### src/rtl/hack_kbd_pkg.sv
// Shared constants for the PS/2 to Hack KBD decoder: Hack key codes,
// scancode set 2 prefix/modifier bytes and decoder FSM states.
package hack_kbd_pkg;

    localparam logic [7:0] KEY_NEWLINE   = 8'd128;
    localparam logic [7:0] KEY_BACKSPACE = 8'd129;
    localparam logic [7:0] KEY_LEFT      = 8'd130;
    localparam logic [7:0] KEY_UP        = 8'd131;
    localparam logic [7:0] KEY_RIGHT     = 8'd132;
    localparam logic [7:0] KEY_DOWN      = 8'd133;
    localparam logic [7:0] KEY_HOME      = 8'd134;
    localparam logic [7:0] KEY_END       = 8'd135;
    localparam logic [7:0] KEY_PGUP      = 8'd136;
    localparam logic [7:0] KEY_PGDN      = 8'd137;
    localparam logic [7:0] KEY_INSERT    = 8'd138;
    localparam logic [7:0] KEY_DELETE    = 8'd139;
    localparam logic [7:0] KEY_ESC       = 8'd140;
    localparam logic [7:0] KEY_F1        = 8'd141;
    localparam logic [7:0] KEY_F12       = 8'd152;

    localparam logic [7:0] SC_EXT    = 8'hE0;
    localparam logic [7:0] SC_BREAK  = 8'hF0;
    localparam logic [7:0] SC_PAUSE  = 8'hE1;
    localparam logic [7:0] SC_LSHIFT = 8'h12;
    localparam logic [7:0] SC_RSHIFT = 8'h59;
    localparam logic [7:0] SC_CAPS   = 8'h58;

    typedef enum logic [2:0] {
        S_IDLE,
        S_EXT,
        S_BRK,
        S_EXT_BRK,
        S_SKIP
    } state_t;

endpackage

### src/rtl/ps2_scancode_map.sv
// Combinational scancode set 2 -> Hack key code lookup (0 = unmapped).
// Letters follow i_upper; digits and punctuation follow i_shift.
module ps2_scancode_map
    import hack_kbd_pkg::*;
(
    input  logic       i_ext,
    input  logic [7:0] i_code,
    input  logic       i_shift,
    input  logic       i_upper,
    output logic [7:0] o_key
);

    logic [7:0] w_lo;
    logic [7:0] w_hi;
    logic [7:0] w_fix;
    logic       w_letter;

    always_comb begin
        w_lo  = 8'd0;
        w_hi  = 8'd0;
        w_fix = 8'd0;
        if (i_ext) begin
            case (i_code)
                8'h5A:   w_fix = KEY_NEWLINE;
                8'h6B:   w_fix = KEY_LEFT;
                8'h75:   w_fix = KEY_UP;
                8'h74:   w_fix = KEY_RIGHT;
                8'h72:   w_fix = KEY_DOWN;
                8'h6C:   w_fix = KEY_HOME;
                8'h69:   w_fix = KEY_END;
                8'h7D:   w_fix = KEY_PGUP;
                8'h7A:   w_fix = KEY_PGDN;
                8'h70:   w_fix = KEY_INSERT;
                8'h71:   w_fix = KEY_DELETE;
                default: w_fix = 8'd0;
            endcase
        end else begin
            case (i_code)
                8'h1C: w_lo = "a";
                8'h32: w_lo = "b";
                8'h21: w_lo = "c";
                8'h23: w_lo = "d";
                8'h24: w_lo = "e";
                8'h2B: w_lo = "f";
                8'h34: w_lo = "g";
                8'h33: w_lo = "h";
                8'h43: w_lo = "i";
                8'h3B: w_lo = "j";
                8'h42: w_lo = "k";
                8'h4B: w_lo = "l";
                8'h3A: w_lo = "m";
                8'h31: w_lo = "n";
                8'h44: w_lo = "o";
                8'h4D: w_lo = "p";
                8'h15: w_lo = "q";
                8'h2D: w_lo = "r";
                8'h1B: w_lo = "s";
                8'h2C: w_lo = "t";
                8'h3C: w_lo = "u";
                8'h2A: w_lo = "v";
                8'h1D: w_lo = "w";
                8'h22: w_lo = "x";
                8'h35: w_lo = "y";
                8'h1A: w_lo = "z";
                8'h16: {w_lo, w_hi} = {"1", "!"};
                8'h1E: {w_lo, w_hi} = {"2", "@"};
                8'h26: {w_lo, w_hi} = {"3", "#"};
                8'h25: {w_lo, w_hi} = {"4", "$"};
                8'h2E: {w_lo, w_hi} = {"5", "%"};
                8'h36: {w_lo, w_hi} = {"6", "^"};
                8'h3D: {w_lo, w_hi} = {"7", "&"};
                8'h3E: {w_lo, w_hi} = {"8", "*"};
                8'h46: {w_lo, w_hi} = {"9", "("};
                8'h45: {w_lo, w_hi} = {"0", ")"};
                8'h0E: {w_lo, w_hi} = {8'h60, "~"};
                8'h4E: {w_lo, w_hi} = {"-", "_"};
                8'h55: {w_lo, w_hi} = {"=", "+"};
                8'h54: {w_lo, w_hi} = {"[", "{"};
                8'h5B: {w_lo, w_hi} = {"]", "}"};
                8'h5D: {w_lo, w_hi} = {"\\", "|"};
                8'h4C: {w_lo, w_hi} = {";", ":"};
                8'h52: {w_lo, w_hi} = {"'", "\""};
                8'h41: {w_lo, w_hi} = {",", "<"};
                8'h49: {w_lo, w_hi} = {".", ">"};
                8'h4A: {w_lo, w_hi} = {"/", "?"};
                8'h29: {w_lo, w_hi} = {" ", " "};
                8'h5A: w_fix = KEY_NEWLINE;
                8'h66: w_fix = KEY_BACKSPACE;
                8'h76: w_fix = KEY_ESC;
                8'h05: w_fix = KEY_F1;
                8'h06: w_fix = KEY_F1 + 8'd1;
                8'h04: w_fix = KEY_F1 + 8'd2;
                8'h0C: w_fix = KEY_F1 + 8'd3;
                8'h03: w_fix = KEY_F1 + 8'd4;
                8'h0B: w_fix = KEY_F1 + 8'd5;
                8'h83: w_fix = KEY_F1 + 8'd6;
                8'h0A: w_fix = KEY_F1 + 8'd7;
                8'h01: w_fix = KEY_F1 + 8'd8;
                8'h09: w_fix = KEY_F1 + 8'd9;
                8'h78: w_fix = KEY_F1 + 8'd10;
                8'h07: w_fix = KEY_F12;
                default: w_fix = 8'd0;
            endcase
        end
    end

    assign w_letter = (w_lo >= "a") && (w_lo <= "z");

    always_comb begin
        o_key = w_fix;
        if (w_letter)
            o_key = i_upper ? (w_lo - 8'd32) : w_lo;
        else if (w_lo != 8'd0)
            o_key = i_shift ? w_hi : w_lo;
    end

endmodule

### src/rtl/ps2_keyboard_decoder.sv
// PS/2 scancode set 2 decoder driving the Hack KBD word.
// Caps lock support is built only when PS2_CAPS_LOCK_EN is defined.
module ps2_keyboard_decoder
    import hack_kbd_pkg::*;
#(
    parameter int PREFIX_TIMEOUT = 24000,
    parameter int PAUSE_LEN      = 7
)(
    input  logic        clk,
    input  logic        reset,
    input  logic [7:0]  scancode,
    input  logic        scancode_idle,
    output logic [15:0] key,
    output logic        key_strobe,
    output logic        shift,
    output logic        caps_lock
);

    localparam int TW = $clog2(PREFIX_TIMEOUT + 1);
    localparam int SW = $clog2(PAUSE_LEN + 1);

    state_t          r_state;
    state_t          w_state_nxt;
    logic            r_idle_q;
    logic [TW-1:0]   r_timer;
    logic [SW-1:0]   r_skip;
    logic            r_lshift;
    logic            r_rshift;
    logic [8:0]      r_held;
    logic [7:0]      r_key;
    logic            r_strobe;

    logic            w_evt;
    logic            w_make;
    logic            w_brk;
    logic            w_ext;
    logic            w_timeout;
    logic            w_shift;
    logic            w_caps;
    logic            w_prefix;
    logic [7:0]      w_map;
    logic [7:0]      w_key_nxt;
    logic [8:0]      w_held_nxt;
    logic [8:0]      w_tag;

    assign w_evt     = ~r_idle_q & scancode_idle;
    assign w_shift   = r_lshift | r_rshift;
    assign w_timeout = (r_state != S_IDLE) && (r_timer == TW'(PREFIX_TIMEOUT));
    assign w_prefix  = (scancode == SC_EXT) || (scancode == SC_BREAK) ||
                       (scancode == SC_PAUSE);
    assign w_tag     = {w_ext, scancode};

    ps2_scancode_map u_map (
        .i_ext   (w_ext),
        .i_code  (scancode),
        .i_shift (w_shift),
        .i_upper (w_shift ^ w_caps),
        .o_key   (w_map)
    );

    always_comb begin
        w_state_nxt = r_state;
        w_make      = 1'b0;
        w_brk       = 1'b0;
        w_ext       = 1'b0;
        if (w_evt) begin
            case (r_state)
                S_IDLE: begin
                    if (scancode == SC_EXT)        w_state_nxt = S_EXT;
                    else if (scancode == SC_BREAK) w_state_nxt = S_BRK;
                    else if (scancode == SC_PAUSE) w_state_nxt = S_SKIP;
                    else                           w_make = 1'b1;
                end
                S_EXT: begin
                    w_ext = 1'b1;
                    if (scancode == SC_BREAK) begin
                        w_state_nxt = S_EXT_BRK;
                    end else begin
                        w_state_nxt = S_IDLE;
                        w_make = !w_prefix;
                    end
                end
                S_BRK: begin
                    w_state_nxt = S_IDLE;
                    w_brk = !w_prefix;
                end
                S_EXT_BRK: begin
                    w_ext = 1'b1;
                    w_state_nxt = S_IDLE;
                    w_brk = !w_prefix;
                end
                S_SKIP: begin
                    if (r_skip <= SW'(1)) w_state_nxt = S_IDLE;
                end
                default: w_state_nxt = S_IDLE;
            endcase
        end else if (w_timeout) begin
            w_state_nxt = S_IDLE;
        end
    end

    // Typematic repeats of the held key must leave key untouched.
    always_comb begin
        w_key_nxt  = r_key;
        w_held_nxt = r_held;
        if (w_make && (w_map != 8'd0) && (w_tag != r_held)) begin
            w_key_nxt  = w_map;
            w_held_nxt = w_tag;
        end else if (w_brk && (w_tag == r_held)) begin
            w_key_nxt  = 8'd0;
            w_held_nxt = 9'd0;
        end
    end

    always_ff @(posedge clk or posedge reset) begin
        if (reset) begin
            r_state  <= S_IDLE;
            r_idle_q <= 1'b1;
            r_key    <= 8'd0;
            r_held   <= 9'd0;
            r_strobe <= 1'b0;
        end else begin
            r_state  <= w_state_nxt;
            r_idle_q <= scancode_idle;
            r_key    <= w_key_nxt;
            r_held   <= w_held_nxt;
            r_strobe <= (w_key_nxt != r_key);
        end
    end

    always_ff @(posedge clk or posedge reset) begin
        if (reset) begin
            r_timer <= '0;
            r_skip  <= '0;
        end else begin
            if (w_evt || (r_state == S_IDLE))
                r_timer <= '0;
            else if (!w_timeout)
                r_timer <= r_timer + TW'(1);
            if (w_evt && (r_state == S_IDLE) && (scancode == SC_PAUSE))
                r_skip <= SW'(PAUSE_LEN);
            else if (w_evt && (r_state == S_SKIP))
                r_skip <= r_skip - SW'(1);
        end
    end

    always_ff @(posedge clk or posedge reset) begin
        if (reset) begin
            r_lshift <= 1'b0;
            r_rshift <= 1'b0;
        end else if ((w_make || w_brk) && !w_ext) begin
            if (scancode == SC_LSHIFT) r_lshift <= w_make;
            if (scancode == SC_RSHIFT) r_rshift <= w_make;
        end
    end

`ifdef PS2_CAPS_LOCK_EN
    logic r_caps;
    logic r_caps_held;

    always_ff @(posedge clk or posedge reset) begin
        if (reset) begin
            r_caps      <= 1'b0;
            r_caps_held <= 1'b0;
        end else if (!w_ext && (scancode == SC_CAPS)) begin
            if (w_make && !r_caps_held) begin
                r_caps      <= ~r_caps;
                r_caps_held <= 1'b1;
            end else if (w_brk) begin
                r_caps_held <= 1'b0;
            end
        end
    end

    assign w_caps = r_caps;
`else
    assign w_caps = 1'b0;
`endif

    assign key        = {8'h00, r_key};
    assign key_strobe = r_strobe;
    assign shift      = w_shift;
    assign caps_lock  = w_caps;

endmodule

### config.mk
export PLATFORM = sky130hd
export DESIGN_NAME = ps2_keyboard_decoder
export DESIGN_NICKNAME = d
export VERILOG_FILES = /design/src/rtl/hack_kbd_pkg.sv /design/src/rtl/ps2_scancode_map.sv /design/src/rtl/ps2_keyboard_decoder.sv
export SDC_FILE = /design/constraint.sdc
export NUM_CORES = 1
export LEC_CHECK = 0
export ABC_AREA = 0
export CELL_PAD_IN_SITES_DETAIL_PLACEMENT = 1
export CELL_PAD_IN_SITES_GLOBAL_PLACEMENT = 2
export CORE_UTILIZATION = 33
export CTS_CLUSTER_SIZE = 20
export DETAILED_ROUTE_END_ITERATION = 10
export HOLD_SLACK_MARGIN = 0.02
export PLACE_DENSITY = 0.74
export RECOVER_POWER = 100
export SYNTH_ARGS = -nofsm -noshare
export SYNTH_HDL_FRONTEND = slang
export SYNTH_HIERARCHICAL = 1
export SYNTH_SLANG_ARGS = --single-unit
### constraint.sdc
create_clock -name clk -period 2.98 [get_ports clk]
set_input_delay 0.447 -clock clk [delete_from_list [all_inputs] [get_ports clk]]
set_output_delay 0.447 -clock clk [all_outputs]
set_load 0.05 [all_outputs]
## Word-level counts from Yosys, hierarchy flattened

Cells that the tools add are included.

- Bits of input ports: 11
- Output and inout port bits: 19
- Register bits: 42

- Equality and inequality tests: 89
- Magnitude comparators: 3
- Add/sub/neg operators: 3
- Reductions and logical operators: 27
- Muxes and demuxes: 37
- Bitwise operators: 3

Operators by type and width:

| kind | number |
|---|---|
| 7-bit case mux with 48 select lines | 1 |
| 8-bit by 7-bit equality test with 1-bit output, second input constant | 32 |
| 8-bit by 6-bit equality test with 1-bit output, second input constant | 23 |
| 7-bit case mux with 22 select lines | 1 |
| 8-bit case mux with 15 select lines | 1 |
| 8-bit case mux with 11 select lines | 1 |
| 8-bit 2-to-1 mux | 9 |
| 8-bit by 5-bit equality test with 1-bit output, second input constant | 8 |
| 8-bit by 4-bit equality test with 1-bit output, second input constant | 5 |
| 8-bit by 3-bit equality test with 1-bit output, second input constant | 4 |
| 8-bit equality test, second input constant | 4 |
| 15-bit 2-to-1 mux | 2 |
| 3-bit 2-to-1 mux | 8 |
| 9-bit 2-to-1 mux | 2 |
| 8-bit nonzero test | 2 |
| 15-bit by 1-bit adder with 15-bit output, second input constant | 1 |
| 15-bit equality test, second input constant | 1 |
| 9-bit equality test | 1 |
| 1-bit logical AND | 9 |
| 1-bit 2-to-1 mux | 9 |
| 9-bit inequality test | 1 |
| 3-bit case mux with 3 select lines | 1 |
| 8-bit by 1-bit equality test with 1-bit output, second input constant | 1 |
| 8-bit by 2-bit equality test with 1-bit output, second input constant | 1 |
| 25 further kinds | 34 |

## Logic depth before layout (Yosys ltp)

- Depth in word-level cells: 13
- Gate-level depth with buffers: 18
- Gate-level depth less buffers: 14

## Hierarchy

Netlist, hierarchy kept.

Modules (own cells, without submodules):

| module | cells an instance | instances | area each (um^2) |
|---|---|---|---|
| ps2_keyboard_decoder | 235 | 1 | 2347.3 |
| ps2_scancode_map | 314 | 1 | 1969.4 |

## Worst setup path after synthesis

No wires, ideal clock.

- Path kind: input-to-reg
- From: input scancode[5]
- To: register r_held[0]
- Stages on the path: 15
- Slack: -1.025 ns
- Data arrival time: 3.940 ns
- Cell sequence: buf_6 -> nor4bb_1 -> buf_6 -> a32o_1 -> or4_4 -> or3_4 -> nor3_1 -> or3_1 -> or3b_1 -> or4_1 -> nor2_1 -> nor3_4 -> a31oi_4 -> buf_6 -> a22o_1

- Cells in the longest elaborated chain, start to end: 10
- Elaborated cells between the ends (all ways): 111
- Those cells by class: add/sub: 1; order compare: 2; eq/ne: 78; mux: 20; reduce/logical: 10

Ends and longest elaborated chain:

| element | line | text |
|---|---|---|
| start, declared | ps2_keyboard_decoder.sv:11 | `input logic [7:0] scancode,` |
| 8-bit by 6-bit equality test with 1-bit output, or another cell as far along | ps2_scancode_map.sv:38 | `case (i_code)` |
| 7-bit case mux with 48 select lines / 7-bit case mux with 22 select lines (equally long branches) | ps2_scancode_map.sv:38 |  |
| 8-bit 2-to-1 mux | ps2_scancode_map.sv:22 | `if (i_ext) begin` |
| 8-bit by 6-bit subtractor with 8-bit output, or another cell as far along | ps2_scancode_map.sv:112 | `o_key = i_upper ? (w_lo - 8'd32) : w_lo;` |
| 8-bit 2-to-1 mux, or another cell as far along | ps2_scancode_map.sv:112 |  |
| 8-bit 2-to-1 mux (*) | ps2_scancode_map.sv:111 | `if (w_letter)` |
| via w_map[0] | ps2_keyboard_decoder.sv:41 | `logic [7:0] w_map;` |
| 8-bit nonzero test (*) | ps2_keyboard_decoder.sv:106 | `if (w_make && (w_map != 8'd0) && (w_tag != r_held)) begin` |
| 1-bit logical AND (*) (2 in a row) | ps2_keyboard_decoder.sv:106 |  |
| 9-bit 2-to-1 mux / 2-bit nonzero test (equally long branches) | -- |  |
| end signal, assigned | ps2_keyboard_decoder.sv:126 | `r_held <= w_held_nxt;` |
| end, declared | ps2_keyboard_decoder.sv:29 | `logic [8:0] r_held;` |

Mark *: on every way through the listed nets, which the timed path passes. The rest lies on a longest branch.
A chain may end at the register's enable or synchronous reset.

## Final worst setup path

- From: input scancode[1]
- To: register r_held[7]

The elaborated chain is that of the path after synthesis.

==> results.md <==
- Design area: 6750 sq um
- Syn. warnings: 6
- H-Tree Level Count: 2
- NumNets Final: 760
- Syn Area/Cell: 7.86 sq um
- Antenna Cells: 0
- Number of synthesized flops with an enable pin: 0
- Die Y-Extent: 116 microns
- Final Cycle Share: 1.37
- CP arrival: 4.30 ns
- Setup TNS: -19.37 ns
- Netlist cell types: 86
- Row count: 41
- CTS tree: done
- Ranking of synthesized cells by area: dfrtp_1 (24%), nor2_1 (3.8%), a22o_1 (3.7%), o21ai_0 (3.4%), a21oi_1 (3.2%)
- Worst rel slew slack: 0.291
- First-pass GRT wire length: 30600 microns
- Largest net degree at the start of global routing: 29
- Sequential share of the synthesized area: 0.244
- LEAKAGE: 2.91 nW
- Hold violation count in the final report: 0
- FILL cells: 1553
- Number of hold buffers added after CTS: 0
- Longest Clk Path Bufs: 2
- Drt total wl: 20400 microns
- Final Skew: 0.00542 ns
- Kind of start point of the critical path: input port
- Cts bufs inserted: 5
- CTS clk-pin slew, worst paths: 0.06 ns
- RSZ-0062 raised after global routing: yes
- Routed vias: 5420
- Area grow syn2layout: 56.4%
- Initial antenna violation count: 0
- Vias per inst: 5.91
- Fmax: 0.245 GHz
- CTS sink cnt: 42
- GPL Wtd Cong: 0.937
- Synth Cell Area: 4320 sq um
- Peak VDD IR: 0.258 mV
- Ratio of cells with drive above 1 in the final layout: 0.372
- Setup WS pre-CTS: -1.74 ns
- Post-route setup slack: -1.10 ns
- 1st-iter DRT viols: 516
- Crit path kind: input port to flip-flop
- Antenna Violating Nets Remaining: 0
- First-pass DRT Iterations: 6
- Detail Placement HPWL: 14300 microns
- Power Density: 371 nW/um^2
- Yosys top cell area share: 0.238
- Prevailing post-synth register cell: dfrtp_1
- # IOs: 30
- Yosys reg bits: 42
- DRC: 0
- # port buffers: 20
- Total GRT Usage: 0.297
- FFs w/ async S/R, synth: 1.00
- Syn Inst Count: 549
- Post-route minimum period: 4.08 ns
- Failing checks: negative setup slack
- Fin util: 0.533
- CP required: 3.20 ns
- Worst min path class: flip-flop to flip-flop
- Placeable Area: 12700 sq um
- CTS Root Cell: clkbuf_16
- Placed Area: 5830 sq um
- Total grt overflow: 0
- Worst-margin pin slew: 1.06 ns
- Max-cap viol count: 0
- Synth area leader: dfrtp_1
- Worst Setup End Kind: flip-flop
- Vias in the first global route: 5471
- Outcome: finished with violations
- Final setup vio count: 18
- Die ar.: 13500 sq um
- Clock latency at the later pin of the worst-skew pair: 0.29 ns
- Initial Util: 0.341
- Routed WL per cell: 22.2 microns
- Die X: 116 microns
- Pins over their slew limit: 0
- Maximum fanout along the worst path: 12
where the power goes:
part / leakage (nW) / total [mW] / internal, mW / switching (mW)
combinational: 2.26 / 1.11 / 0.503 / 0.605
clock: 0.0841 / 0.648 / 0.419 / 0.229
sequential: 0.561 / 0.748 / 0.662 / 0.0853
kinds of logic (layout without fill, tap and decap cells):
kind of cell    after synthesis  count (layout)  share of synthesized area
other cells                   1               9                   0.000869
fa+ha+maj                     6               6                     0.0168
simple gates                235             235                      0.317
compound gates              164             164                      0.273
mux                           4               4                     0.0101
xor+xnor                     25              25                     0.0525
flops                        42              42                      0.244
buf+inv                      72             260                     0.0858
worst paths after layout:
| check | depth (start not counted) | start | endpoint | slack, ns |
|---|---|---|---|---|
| max | 21 | scancode[1] | r_held[7] | -1.10 |
| min | 1 | r_rshift | r_rshift | 0.49 |
| max reg2reg | 14 | r_state[2] | r_held[7] | -0.28 |
| min reg2reg | 1 | r_rshift | r_rshift | 0.49 |
| max in group asynchronous | 3 | reset | r_timer[4] | 1.03 |
| min in group asynchronous | 2 | reset | r_lshift | 0.74 |
Yosys cell counts, types with 3 or more instances:
library cell and count:
nor2_1 44, dfrtp_1 41, nand2_1 33, o21ai_0 29, a21oi_1 28, inv_1 22, nand3_1 21, buf_2 20
nor3_1 20, a22o_1 18, nand2b_1 16, xnor2_1 14, buf_4 12, nand4_1 12, nor2b_1 12, o22ai_1 12
or3_1 12, clkbuf_1 11, xor2_1 10, a211oi_1 9, nor4_1 9, or4_1 9, nor4b_1 7, nor3b_1 6
a21o_1 5, ha_1 5, nand4b_1 5, o211ai_1 5, a22oi_1 4, a31oi_1 4, buf_6 4, nand3b_1 4
o31ai_1 4, and2_1 3, buf_1 3, nor4bb_1 3, o2111ai_1 3, o21a_1 3, o21bai_1 3, o41ai_1 3
per-stage QoR:
stage                     cells  hold slack, ns  total power [mW]
after floorplan             557           0.451              1.33
final                       917           0.491              2.50
after CTS                   908           0.495              2.47
after detailed placement    870           0.481              1.71
after global routing        917           0.514              2.62
after global placement      870           0.470              1.67
worst max-delay path, cell delays in order:
cell,delay [ns]
buf_12,0.11
buf_12,0.13
buf_4,0.14
buf_4,0.17
nand3b_1,0.19
a21oi_1,0.11
o21ai_1,0.18
o311ai_2,0.18
or4_4,0.48
nand4b_1,0.20
buf_4,0.17
buf_4,0.14
nand4b_1,0.09
nand4b_1,0.17
or4_4,0.57
nor2_4,0.12
nor3_4,0.06
a31oi_4,0.22
buf_6,0.16
buf_12,0.11
a22o_1,0.14
layer usage:
layer,GRT usage,wire [microns]
met5,0,0
met4,0.0846,499
met3,0.0389,1310
met2,0.473,9530
met1,0.417,9010
cell type report:
class	instances	area, sq um	area share
repair buffers	230	1980	0.294
clock inverters	1	30.0	0.00445
inverters	22	82.6	0.0122
clock buffers	7	143	0.0211
well taps	172	215	0.0319
multi-input cells	443	3250	0.481
flip-flops and latches	42	1050	0.156
flip-flops by register name, indices dropped and copies added (netlist names):
register and cells:
r_lshift 1, r_rshift 1, r_held 9, r_key 8, r_skip 3, r_timer 15
r_idle_q 1, key_strobe 1, r_state 3
repair_timing:
item,in CTS,in global routing
pin swaps,21,35
setup buffers,26,13
setup endpoints to repair,18,18
gates cloned,5,1
gates resized for setup,81,47
layout by cell type (no fill, tap or decap), drive strengths merged, types with 8 or more instances in the layout:
cell type    instances
nor3                22
nand2               33
nor2                44
nand4               12
or3                 13
a211oi               9
o21ai               30
nand2b              16
inv                 21
a22o                18
clkbuf              13
or4                 10
dfrtp               41
nor2b               12
o22ai               12
nor4                 9
a21oi               28
xor2                11
dlygate4sd3         11
buf                212
nand3               21
conb                 9
nor4b                8
xnor2               14
Power figures use the tool's default switching activity.
